===== src/rtl/action_selector.sv =====
// Epsilon-greedy action selector: each accepted Q-vector either takes an
// LFSR-random action or a signed argmax scanned one entry per cycle.
module action_selector #(
    parameter int          Q_W   = 32,
    parameter int          N_ACT = 8,
    parameter logic [15:0] SEED  = 16'hACE1
) (
    input  logic                 clk,
    input  logic                 rst,
    input  logic                 q_valid,
    output logic                 q_ready,
    input  logic [N_ACT*Q_W-1:0] q_vec,
    input  logic [7:0]           epsilon,
    output logic [2:0]           action,
    output logic [Q_W-1:0]       q_sel,
    output logic                 explored,
    output logic                 action_valid,
    input  logic                 action_ready
);

    localparam int A_W = 3;

    localparam logic [1:0] S_IDLE = 2'd0;
    localparam logic [1:0] S_SCAN = 2'd1;
    localparam logic [1:0] S_OUT  = 2'd2;

    localparam logic [A_W-1:0] LAST_IDX = A_W'(N_ACT - 1);

    function automatic logic [15:0] lfsr_next(input logic [15:0] l);
        return {l[14:0], l[15] ^ l[13] ^ l[12] ^ l[10]};
    endfunction

    function automatic logic signed [Q_W-1:0] entry(input logic [N_ACT*Q_W-1:0] v,
                                                   input logic [A_W-1:0]       i);
        return v[int'(i)*Q_W +: Q_W];
    endfunction

    logic [1:0]              state_q,    state_d;
    logic [15:0]             lfsr_q,     lfsr_d;
    logic [A_W-1:0]          idx_q,      idx_d;
    logic [A_W-1:0]          best_idx_q, best_idx_d;
    logic signed [Q_W-1:0]   best_q_q,   best_q_d;
    logic [N_ACT*Q_W-1:0]    vec_q,      vec_d;
    logic [A_W-1:0]          action_q,   action_d;
    logic signed [Q_W-1:0]   q_sel_q,    q_sel_d;
    logic                    explored_q, explored_d;

    logic                    accept;
    logic                    explore;
    logic signed [Q_W-1:0]   cand;
    logic [A_W-1:0]          win_idx;
    logic signed [Q_W-1:0]   win_q;

    always_comb begin
        state_d    = state_q;
        lfsr_d     = lfsr_next(lfsr_q);
        idx_d      = idx_q;
        best_idx_d = best_idx_q;
        best_q_d   = best_q_q;
        vec_d      = vec_q;
        action_d   = action_q;
        q_sel_d    = q_sel_q;
        explored_d = explored_q;

        accept  = q_valid && (state_q == S_IDLE);
        // The decision uses the LFSR value seen in the accept cycle, before it advances.
        explore = (epsilon == 8'hFF) || (lfsr_q[7:0] < epsilon);

        cand    = entry(vec_q, idx_q);
        win_idx = best_idx_q;
        win_q   = best_q_q;
        // Strictly greater only, so equal values keep the lowest index.
        if (cand > best_q_q) begin
            win_idx = idx_q;
            win_q   = cand;
        end

        case (state_q)
            S_IDLE: begin
                if (accept) begin
                    vec_d = q_vec;
                    if (explore) begin
                        action_d   = lfsr_q[10:8];
                        q_sel_d    = entry(q_vec, lfsr_q[10:8]);
                        explored_d = 1'b1;
                        state_d    = S_OUT;
                    end else begin
                        best_idx_d = '0;
                        best_q_d   = entry(q_vec, '0);
                        idx_d      = A_W'(1);
                        state_d    = S_SCAN;
                    end
                end
            end
            S_SCAN: begin
                best_idx_d = win_idx;
                best_q_d   = win_q;
                idx_d      = idx_q + 1'b1;
                if (idx_q == LAST_IDX) begin
                    action_d   = win_idx;
                    q_sel_d    = win_q;
                    explored_d = 1'b0;
                    idx_d      = '0;
                    state_d    = S_OUT;
                end
            end
            S_OUT: begin
                if (action_ready) begin
                    state_d = S_IDLE;
                end
            end
            default: begin
                state_d = S_IDLE;
            end
        endcase
    end

    always_ff @(posedge clk) begin
        if (rst) begin
            state_q    <= S_IDLE;
            lfsr_q     <= SEED;
            idx_q      <= '0;
            best_idx_q <= '0;
            best_q_q   <= '0;
            vec_q      <= '0;
            action_q   <= '0;
            q_sel_q    <= '0;
            explored_q <= 1'b0;
        end else begin
            state_q    <= state_d;
            lfsr_q     <= lfsr_d;
            idx_q      <= idx_d;
            best_idx_q <= best_idx_d;
            best_q_q   <= best_q_d;
            vec_q      <= vec_d;
            action_q   <= action_d;
            q_sel_q    <= q_sel_d;
            explored_q <= explored_d;
        end
    end

    assign q_ready      = (state_q == S_IDLE);
    assign action_valid = (state_q == S_OUT);
    assign action       = action_q;
    assign q_sel        = q_sel_q;
    assign explored     = explored_q;

endmodule

===== config.mk =====
export PLATFORM = sky130hd
export DESIGN_NAME = action_selector
export DESIGN_NICKNAME = d
export VERILOG_FILES = /design/src/rtl/action_selector.sv
export SDC_FILE = /design/constraint.sdc
export NUM_CORES = 1
export LEC_CHECK = 0
export CORE_MARGIN = 3
export CORE_UTILIZATION = 35
export DETAILED_ROUTE_END_ITERATION = 16
export RECOVER_POWER = 50
export SLEW_MARGIN = 30
export SYNTH_ARGS = -nofsm -noshare
export SYNTH_HDL_FRONTEND = slang
export SYNTH_SLANG_ARGS = --single-unit

===== constraint.sdc =====
create_clock -name clk -period 7.5 [get_ports clk]
set_clock_uncertainty 0.15 [all_clocks]
set_input_delay 1.5 -clock clk [delete_from_list [all_inputs] [get_ports clk]]
set_output_delay 1.5 -clock clk [all_outputs]
set_load 0.03 [all_outputs]

* Yosys cells after proc, flatten, opt, wreduce, memory -nomap -nowiden
Cells that the tools add are included.
** Word-level totals
- Logic and storage cells :: 63
- Output and inout bits :: 38
- Input bits :: 268
- Register bits after elaboration :: 348
** Operators by class
- Reduce and logical (&&, ||, !) cells :: 8
- Equal/unequal tests :: 9
- Magnitude comparators :: 2
- Shifts and indexed selects :: 2
- Bitwise logic cells :: 3
- Add/subtract/negate cells :: 1
- Muxes and demuxes :: 29
** Operators by type and width (count)
- variable part select 256 x 9 -> 32 bit :: 2
- 2-to-1 mux 32 bit :: 6
- case mux 32 bit (2 select lines) :: 2
- > comparator 32 bit :: 1
- 2-to-1 mux 3 bit :: 9
- case mux 3 bit (2 select lines) :: 3
- == test 8 bit (second input constant) :: 1
- less-than comparator 8 bit :: 1
- 2-to-1 mux 2 bit :: 4
- inequality test 2 x 1 -> 1 bit (second input constant) :: 3
- case mux 2 bit (3 select lines) :: 1
- AND reduction 3 bit :: 2
- inequality test 2 bit (second input constant) :: 2
- AND reduction 4 bit :: 1
- adder 3 x 1 -> 3 bit (second input constant) :: 1
- == test 3 bit (second input constant) :: 1
- 2-to-1 mux 1 bit :: 3
- bitwise XOR 1 bit :: 3
- == test 2 x 1 -> 1 bit (second input constant) :: 1
- == test 2 bit (second input constant) :: 1
- zero test 2 bit :: 1
- case mux 1 bit (2 select lines) :: 1
- AND reduction 2 bit :: 1
- nonzero test 2 bit :: 1
- other kinds (2) :: 2

* Logic depth before layout (Yosys ltp)
Gate-level depths: netlist (run 1).
- Word-level depth :: 5
- Mapped depth :: 15
- Gate-level depth less buffers :: 11

* Least setup slack after synthesis (run 1)
Ideal clock, no wire load.
- Path kind :: flip-flop to flip-flop
- Start :: register idx_q[0]
- End :: register action_q[0], in the netlist action[0]
- Buffers on the path :: 2
- Path slack :: 3568 ps
- Data required time :: 7228 ps
- Stages on the path, launching flop included :: 14
- Clock period less this slack :: 3932 ps
- Data arrival time :: 3661 ps
- Cell sequence :: dfxtp_1 -> buf_2 -> mux4_2 -> nor2_1 -> a221oi_1 -> ha_1 -> a211oi_1 -> o22ai_1 -> or4b_1 -> o31ai_2 -> a211o_1 -> buf_6 -> mux2_1 -> a221o_1
** On the way
- Cells in the longest elaborated chain, start to end :: 5
- Elaborated cells between the ends (all ways) :: 8
** RTL lines
- start, declared :: RTL line 40 : logic [A_W-1:0] idx_q, idx_d;
- start signal, assigned :: RTL line 132 : idx_q <= idx_d;
- variable part select 256 x 9 -> 32 bit :: RTL line 35 : return v[int'(i)*Q_W +: Q_W];
- > comparator 32 bit :: RTL line 73 : if (cand > best_q_q) begin
- 2-to-1 mux 3 bit :: RTL line 73
- 2-to-1 mux 3 bit :: RTL line 99 : if (idx_q == LAST_IDX) begin
- case mux 3 bit (2 select lines) :: RTL line 78 : case (state_q)
- end signal, assigned :: RTL line 136 : action_q <= action_d;
- end, declared :: RTL line 44 : logic [A_W-1:0] action_q, action_d;
Parallel ways exist; a longest one is shown, timed or not. The select of a mux whose other input is x is not followed.
A chain may end at the register's enable or synchronous reset.

* Worst setup path in the final report (run 1)
- Start :: input port q_valid
- End :: register q_sel_q[22], in the netlist q_sel[22]
** On the way
- Cells in the longest elaborated chain, start to end :: 3
** RTL lines
- start, declared :: RTL line 10 : input logic q_valid,
- logical AND 1 bit :: RTL line 65 : accept = q_valid && (state_q == S_IDLE);
- inequality test 2 x 1 -> 1 bit (no line)
- AND reduction 4 bit (no line)
- end signal, assigned :: RTL line 137 : q_sel_q <= q_sel_d;
- end, declared :: RTL line 45 : logic signed [Q_W-1:0] q_sel_q, q_sel_d;
Every way passes these cells.

==> flow_metrics.env, run 1 <==
export IMPL_crit_arrival_ns=6.16
export IMPL_status="finished with violations"
export IMPL_required_ns=7.83
export IMPL_synthAdderAreaFrac_pct=2.72
export IMPL_p_leak_uw=0.00826
export IMPL_via_count=18100
export IMPL_p_per_area_mw_per_mm2=246
export IMPL_endpoint_kind="flop"
export IMPL_cts_tree="built"
export IMPL_cap_violations=5
export IMPL_die_area_mm2=0.0568
export IMPL_grt_pass1_wl_mm=106
export IMPL_cp_slowest_cell="nand2_1"
export IMPL_grt_use_total_pct=24.1
export IMPL_initial_core_util_pct=35.6
export IMPL_grt_pass1_vias=17500
export IMPL_worstPathMaxFanout=154
export IMPL_ir_drop_v=0.000170
export IMPL_ys_async_sr_fraction_pct=0
export IMPL_first_iter_violations=1926
export IMPL_ant_nets=0
export IMPL_syn_cell_area_mm2=0.0189
export IMPL_cts_buffer_depth=3
export IMPL_post_drt_wl_per_cell_um=22.7
export IMPL_place_area_mm2=0.0223
export IMPL_critPathKind="in2reg"
export IMPL_fin_nets=2697
export IMPL_final_area_mm2=0.0237
export IMPL_use_met2_pct=36.5
export IMPL_post_cts_resized=0
export IMPL_synth_simple_area_share_pct=17.0
export IMPL_syn_inst=2226
export IMPL_synth_top_family_by_area="compound AO/OA/AOI/OAI gates"
export IMPL_finalCritPeriodShare_pct=77.7
export IMPL_io_pin_count=306
export IMPL_rows=84
export IMPL_worstMarginPinSlew_ns=2.64
export IMPL_worst_path_buf_inv=3
export IMPL_fmax_mhz=172
export IMPL_die_w_um=238
export IMPL_drcViolationCount=0
export IMPL_postSynthAreaPerCell_um2=8.48
export IMPL_period_needed_ns=5.83
export IMPL_wirelength_mm=70.7
export IMPL_clockRootBuffer="clkbuf_16"
export IMPL_use_met1_pct=34.9
export IMPL_die_y_um=238
export IMPL_drt_first_pass_iters=6
export IMPL_synth_edf_count=0
export IMPL_finalHoldViolCount=0
export IMPL_ys_ff_latch=348
export IMPL_violations="capacitance limit, slew limit"
export IMPL_numClockSinks=348
export IMPL_core_area_mm2=0.0530
export IMPL_overflow=0
export IMPL_h_tree_depth=2
export IMPL_cts_hold_buf=0
export IMPL_setup_viol=0
export IMPL_fill_cells=5188
export IMPL_final_layout_size_suffix_gt1_share_pct=9.14
export IMPL_vias_per_cell=5.80
export IMPL_ys_warn_count=0
export IMPL_syn2layout_area_growth_pct=25.5
export IMPL_place_congestion=0.848
export IMPL_critPathMaxStageDelay_ns=1.88
export IMPL_synth_xor_area_share_pct=0.139
export IMPL_synth_compound_area_share_pct=20.9
export IMPL_numCtsBuffers=40
export IMPL_worst_setup_path_start_kind="input pin"
export IMPL_grt_util_met3_pct=4.88
export IMPL_synth_ff_type="dfxtp_1"
export IMPL_ys_types=55
export IMPL_port_buffers=305
export IMPL_worstPathCellList="dlygate4sd3_1 > nand2_1 > buf_12 > clkbuf_4 > o2111ai_1 > o211ai_1"
export IMPL_finalSetupTns_ns=0
export IMPL_syn_nets=2535
export IMPL_grt_start_max_net_pins=219
export IMPL_grt_busiest_layer="met2"
export IMPL_post_cts_buffers=0
export IMPL_yosysSeqAreaShare_pct=36.9
export IMPL_clkTransAtPathRegs_ns=0.06
export IMPL_slew_viol_final=344
export IMPL_clk_latency_ns=0.57
export IMPL_rsz0062_at_grt="false"
export IMPL_hp_class="reg2reg"
export IMPL_hpwl_mm=48.2
export IMPL_antenna_found_initial=9
export IMPL_cp_top_family="buffers and inverters"
export IMPL_synth_mux_area_share_pct=16.8
export IMPL_slew_limit_headroom_pct=-76.4
==> power breakdown <==
group | switching (uW) | internal [uW]
clock network | 811 | 1190
registers | 116 | 2000
logic | 1070 | 647
==> worst paths after layout <==
check / endpoint / from / slack, ns / cells after the start
worst max-delay path: q_sel[22]$_SDFFE_PP0P_ / q_valid / 1.67 / 6
worst min-delay path: lfsr_q[15]$_SDFF_PP1_ / lfsr_q[14]$_SDFF_PP0_ / 0.27 / 1
worst max register to register: action[2]$_SDFFE_PP0P_ / idx_q[1]$_SDFFE_PP0P_ / 1.97 / 12
worst min register to register: lfsr_q[15]$_SDFF_PP1_ / lfsr_q[14]$_SDFF_PP0_ / 0.27 / 1
==> per-stage QoR <==
stage	power [uW]	util, %	hold slack, ns	std cells	worst slack, ns
final	5840	44.7	0.265	3112	1.67
after global routing	6110	44.7	0.279	3106	1.22
after CTS	5860	44.6	0.272	3103	1.99
after detailed placement	3860	42.1	0.259	3031	2.00
after global placement	3820	42.1	0.247	3031	2.04
after floorplan	3250	-	0.239	2226	3.57
==> flip-flops by register name (all words and copies together), names as in the netlist, 2 cells and up <==
name and cells:
state_q 2, best_idx_q 3, vec_q 256, q_sel 32, idx_q 3, lfsr_q 16, best_q_q 32, action 3
==> synth_stat cells, drive strengths merged, types with 35 or more instances <==
cell / instances / area [um^2]
o211ai: 62 / 465
nand3: 64 / 320
dfxtp: 348 / 6970
buf: 37 / 194
nand4: 40 / 256
nand2: 534 / 2000
nand2b: 35 / 219
nor2: 42 / 158
mux4: 97 / 2180
a21oi: 306 / 1530
inv: 44 / 165
o21ai: 67 / 335
clkbuf: 183 / 688
mux2i: 94 / 941
ha: 41 / 513
==> layout by cell type, fill, tap and decap left out, types with 4 or more instances in the layout <==
master,instances
o221ai_1,31
a221oi_1,31
o211ai_1,62
a32oi_1,31
inv_1,44
dlygate4sd3_1,39
diode_2,6
mux2i_1,94
nor2b_1,13
nor3_1,7
nor2_1,39
clkinv_2,7
buf_4,26
clkbuf_1,13
clkbuf_16,42
nand2_1,534
dfxtp_1,343
buf_12,4
or2_2,7
o21ai_0,67
clkdlybuf4s50_1,265
o2111ai_1,32
a21oi_1,305
clkbuf_8,6
nand4_1,39
nand3_1,63
nand2b_1,35
ha_1,40
mux4_2,97
a211o_1,33
==> cell families (layout without fill, tap and decap cells) <==
family,after synthesis,in the layout
multiplexers,195,195
flip-flops,348,348
AND/OR/NAND/NOR,756,756
AO/OA/AOI/OAI,619,619
XOR/XNOR,3,3
buffers and inverters,264,456
adder cells (fa/ha/maj),41,41
other,0,6
==> layout make-up <==
type	count	area (um^2)	area share, %
inverters	44	165	0.697
repair buffers	340	3380	14.3
clock buffers	58	1170	4.94
clock inverters	14	159	0.671
diodes	6	15.0	0.0634
well taps	688	861	3.63
multi-input cells	1614	11000	46.3
flip-flops and latches	348	6980	29.5
==> per-layer routing <==
metal / wire, um / part of all wire (%)
met5: 60 / 0.085
met4: 1840 / 2.6
met3: 5590 / 7.9
met2: 31000 / 44
met1: 32100 / 45
Note: power is estimated with default switching activity, not from simulation.
==> run 2: changes to the inputs <==
clock period = 5.85 ns   (was 7.5 ns; I/O delays follow)
==> run 2 against run 1 <==
Compared with the run above: the flow still finishes with violations (capacitance limit, slew limit); die area is the same; flip-flop and latch count unchanged; cell area rose by 1.1%; via count is 2.0% higher; setup slack got worse by 0.88 ns; first-iteration DRC count up 14%; critical path type is now reg2reg; largest cell class unchanged; largest power group is now clock.
==> flow_metrics.env, run 2 (synthesized netlist as in run 1, its figures left out) <==
export IMPL_drcViolationCount=0
export IMPL_final_common_cell="nand2_1"
export IMPL_grt_busiest_layer="met2"
export IMPL_syn2layout_area_growth_pct=26.9
export IMPL_grt_start_max_net_pins=147
export IMPL_required_ns=5.95
export IMPL_critPathKind="reg2reg"
export IMPL_regMostFlops="vec_q"
export IMPL_fmax_mhz=198
export IMPL_endpoint_kind="flop"
export IMPL_via_count=18400
export IMPL_post_drt_wl_per_cell_um=23.1
export IMPL_overflow=0
export IMPL_finalCritPeriodShare_pct=86.5
export IMPL_hpwl_mm=49.3
export IMPL_fin_nets=2704
export IMPL_setup_viol=0
export IMPL_cap_violations=1
export IMPL_core_area_mm2=0.0530
export IMPL_post_cts_resized=0
export IMPL_grt_util_met3_pct=6.20
export IMPL_die_area_mm2=0.0568
export IMPL_slew_viol_final=77
export IMPL_first_iter_violations=2199
export IMPL_p_leak_uw=0.00841
export IMPL_violations="capacitance limit, slew limit"
export IMPL_cts_hold_buf=0
export IMPL_rows=84
export IMPL_port_buffers=305
export IMPL_antenna_found_initial=5
export IMPL_die_y_um=238
export IMPL_ant_nets=0
export IMPL_layout_common_cells="nand2_1, dfxtp_1, a21oi_1"
export IMPL_cts_buffer_depth=3
export IMPL_io_pin_count=306
export IMPL_period_needed_ns=5.06
export IMPL_numClockSinks=348
export IMPL_slew_limit_headroom_pct=-162
export IMPL_worst_setup_path_start_kind="flop"
export IMPL_drt_first_pass_iters=6
export IMPL_grt_pass1_wl_mm=108
export IMPL_clkTransAtPathRegs_ns=0.06
export IMPL_seq_area_mm2=0.00698
export IMPL_clockRootBuffer="clkbuf_16"
export IMPL_worstMarginPinSlew_ns=3.92
export IMPL_p_per_area_mw_per_mm2=325
export IMPL_status="finished with violations"
export IMPL_grt_pass1_vias=17700
export IMPL_use_met1_pct=34.8
export IMPL_use_met2_pct=36.6
export IMPL_die_w_um=238
export IMPL_vias_per_cell=5.91
export IMPL_place_congestion=0.865
export IMPL_fill_cells=5135
export IMPL_final_layout_size_suffix_gt1_share_pct=9.61
export IMPL_worstPathMaxFanout=37
export IMPL_hold_slack_ns=0.266
export IMPL_numCtsBuffers=41
export IMPL_grt_use_total_pct=24.5
export IMPL_h_tree_depth=2
export IMPL_clk_latency_ns=0.57
export IMPL_ir_drop_v=0.000175
export IMPL_cts_tree="built"
export IMPL_rsz0062_at_grt="false"
export IMPL_post_route_util_pct=45.2
export IMPL_initial_core_util_pct=35.6
export IMPL_finalHoldViolCount=0
export IMPL_hp_class="reg2reg"
export IMPL_post_cts_buffers=0
export IMPL_wirelength_mm=72.0
export IMPL_multi_input_area_mm2=0.0110
export IMPL_finalSetupTns_ns=0
export IMPL_crit_arrival_ns=5.17
export IMPL_largest_reg_flops=256
## run 2: routing by layer
layer  wire, um  vias up
li1           -     8431
met1      31400     9000
met4       1930        6
met3       6750      121
met5         35        -
met2      31900      846
## run 2: path summary, 6_finish.rpt
kind                                            start                        to  slack (ns)  cells after the start
worst max-delay path            idx_q[1]$_SDFFE_PP0P_  best_q_q[1]$_SDFFE_PP0P_        0.79                     13
worst min-delay path            lfsr_q[14]$_SDFF_PP0_     lfsr_q[15]$_SDFF_PP1_        0.27                      1
worst max register to register  idx_q[1]$_SDFFE_PP0P_  best_q_q[1]$_SDFFE_PP0P_        0.79                     13
worst min register to register  lfsr_q[14]$_SDFF_PP0_     lfsr_q[15]$_SDFF_PP1_        0.27                      1
## run 2: report_power, final
| part | total [uW] | switching (uW) | internal, uW | leakage, uW |
|---|---|---|---|---|
| clock network | 2800 | 1040 | 1750 | 0.000729 |
| logic | 2250 | 1410 | 848 | 0.00482 |
| registers | 2730 | 156 | 2570 | 0.00286 |
| total | 7780 | 2600 | 5170 | 0.00841 |
## run 2: final cells by class
cell class	instances	area share [%]
multi-input cells	1614	45.8
flip-flops and latches	348	29.1
repair buffers	346	14.6
clock buffers	62	5.29
well taps	688	3.59
clock inverters	11	0.872
inverters	44	0.689
diodes	2	0.0209
## run 2: per-stage QoR
stage | std cells | setup slack (ns) | power (uW) | area, um^2
4_1_cts | 3112 | 0.899 | 7790 | 23900
3_3_place_gp | 3036 | 0.975 | 4930 | 22400
3_5_place_dp | 3039 | 0.939 | 5000 | 22500
2_1_floorplan | 2226 | 1.92 | 4170 | 18900
6_report | 3115 | 0.787 | 7780 | 24000
5_1_grt | 3115 | 0.549 | 8100 | 24000
## run 2: critical path: stages (launching register included)
cell and delay (ns):
dfxtp_4 0.78, buf_4 0.34, buf_4 0.22, mux2i_1 0.09, a221oi_1 0.53, ha_1 0.37
a21oi_1 0.22, o22ai_1 0.11, or4b_1 0.57, o31ai_4 0.22, buf_4 0.58, mux2i_1 0.19
o21ai_0 0.21, a21oi_1 0.09
==> run 3: changes to the inputs <==
RECOVER_POWER = 25   (was 50)
==> run 3 against run 2 <==
Compared with the run above: highest routed layer unchanged; routed wire length rose by 0.14%; die area did not move; first-iteration DRC count rose by 0.91%; largest power group unchanged; cell area did not move; clock power barely moved; flip-flop and latch count did not move; the flow still finishes with violations (capacitance limit, slew limit); utilization did not move.
==> flow_metrics.env, run 3 (synthesized netlist as in run 1, its figures left out) <==
export IMPL_worstPathMaxFanout=37
export IMPL_status="finished with violations"
export IMPL_first_iter_violations=2219
export IMPL_reg2reg_slack_ns=0.80
export IMPL_multi_input_area_mm2=0.0110
export IMPL_slew_limit_headroom_pct=-163
export IMPL_ant_nets=0
export IMPL_syn2layout_area_growth_pct=26.9
export IMPL_drcViolationCount=0
export IMPL_finalHoldViolCount=0
export IMPL_cts_buffer_depth=3
export IMPL_die_y_um=238
export IMPL_period_needed_ns=5.05
export IMPL_rows=84
export IMPL_die_area_mm2=0.0568
export IMPL_cpMostUsedCell="buf_4"
export IMPL_post_cts_buffers=0
export IMPL_pre_cts_slack_ns=0.939
export IMPL_grt_start_max_net_pins=147
export IMPL_clockRootBuffer="clkbuf_16"
export IMPL_worst_path_buf_inv=3
export IMPL_layout_common_cells="nand2_1, dfxtp_1, a21oi_1"
export IMPL_final_common_cell="nand2_1"
export IMPL_cp_top_family="compound AO/OA/AOI/OAI gates"
export IMPL_via_count=18400
export IMPL_finalSetupTns_ns=0
export IMPL_worstMarginPinSlew_ns=3.95
export IMPL_crit_arrival_ns=5.16
export IMPL_p_total_uw=7780
export IMPL_required_ns=5.95
export IMPL_cts_hold_buf=0
export IMPL_cts_tree="built"
export IMPL_wirelength_mm=72.1
export IMPL_cp_slowest_cell="dfxtp_4"
export IMPL_cap_violations=1
export IMPL_violations="capacitance limit, slew limit"
export IMPL_place_congestion=0.865
export IMPL_clk_latency_ns=0.57
export IMPL_finalCritPeriodShare_pct=86.3
export IMPL_hpwl_mm=49.3
export IMPL_endpoint_kind="flop"
export IMPL_grt_pass1_vias=17700
export IMPL_antenna_found_initial=5
export IMPL_critPathKind="reg2reg"
export IMPL_largest_reg_flops=256
export IMPL_critPathMaxStageDelay_ns=0.78
export IMPL_p_per_area_mw_per_mm2=325
export IMPL_grt_pass1_wl_mm=108
export IMPL_overflow=0
export IMPL_vias_per_cell=5.90
export IMPL_regMostFlops="vec_q"
export IMPL_fill_cells=5135
export IMPL_port_buffers=305
export IMPL_ir_drop_v=0.000177
export IMPL_fin_ws_ns=0.799
export IMPL_post_drt_wl_per_cell_um=23.1
export IMPL_numCtsBuffers=41
export IMPL_core_area_mm2=0.0530
export IMPL_h_tree_depth=2
export IMPL_setup_viol=0
export IMPL_place_area_mm2=0.0225
export IMPL_fmax_mhz=198
export IMPL_io_pin_count=306
export IMPL_rsz0062_at_grt="false"
export IMPL_worst_setup_path_start_kind="flop"
export IMPL_grt_use_total_pct=24.5
export IMPL_seq_area_mm2=0.00698
export IMPL_final_layout_size_suffix_gt1_share_pct=9.61
export IMPL_clkTransAtPathRegs_ns=0.06
export IMPL_final_area_mm2=0.0240
export IMPL_hp_class="reg2reg"
export IMPL_p_leak_uw=0.00837
export IMPL_fin_nets=2704
export IMPL_worstPathCellList="buf_4 > buf_4 > mux2i_1 > a221oi_1 > ha_1 > a21oi_1 > o22ai_1 > or4b_1 > o31ai_4 > buf_4 > mux2i_1 > o21ai_0 > a21oi_1"
export IMPL_numClockSinks=348
export IMPL_drt_first_pass_iters=6
export IMPL_post_cts_resized=0
export IMPL_slew_viol_final=77
export IMPL_die_w_um=238
export IMPL_initial_core_util_pct=35.6
==> run 3: per-layer routing <==
layer	wire, um	track usage, %	vias up
met4	2050	7.60	6
li1	-	-	8432
met3	6580	6.20	131
met1	31600	34.8	8991
met5	35	0	-
met2	31800	36.6	825
==> run 3: worst register-to-register path, cell delays in order, from the launching register on <==
cell	delay, ns
dfxtp_4	0.78
buf_4	0.40
buf_4	0.22
mux2i_1	0.09
a221oi_1	0.54
ha_1	0.38
a21oi_1	0.22
o22ai_1	0.11
or4b_1	0.57
o31ai_4	0.22
buf_4	0.58
mux2i_1	0.20
o21ai_0	0.20
a21oi_1	0.09
==> run 3: worst paths after layout <==
path / startpoint / to / depth (start not counted)
max: idx_q[1]$_SDFFE_PP0P_ / best_q_q[13]$_SDFFE_PP0P_ / 13
min: lfsr_q[14]$_SDFF_PP0_ / lfsr_q[15]$_SDFF_PP1_ / 1
max reg2reg: idx_q[1]$_SDFFE_PP0P_ / best_q_q[13]$_SDFFE_PP0P_ / 13
min reg2reg: lfsr_q[14]$_SDFF_PP0_ / lfsr_q[15]$_SDFF_PP1_ / 1
==> run 3: layout make-up <==
| cell class | count | area share, % |
|---|---|---|
| antenna | 2 | 0.0209 |
| timing repair buffer | 346 | 14.6 |
| sequential | 348 | 29.1 |
| tap | 688 | 3.59 |
| clock buffer | 62 | 5.29 |
| inverter | 44 | 0.689 |
| multi-input combinational | 1614 | 45.8 |
| clock inverter | 11 | 0.872 |
==> run 3: power by group <==
part           leakage, uW  internal [uW]  total (uW)  switching [uW]
registers          0.00286           2570        2730             157
clock network     0.000729           1750        2800            1040
logic              0.00478            851        2260            1410
total              0.00837           5180        7780            2610
==> run 3: through the flow <==
| step | hold slack, ns | std cells | utilization [%] |
|---|---|---|---|
| 2_1_floorplan | 0.239 | 2226 | - |
| 3_3_place_gp | 0.243 | 3036 | 42.3 |
| 3_5_place_dp | 0.263 | 3039 | 42.4 |
| 4_1_cts | 0.273 | 3112 | 45.2 |
| 5_1_grt | 0.272 | 3115 | 45.2 |
| 6_report | 0.266 | 3115 | 45.2 |
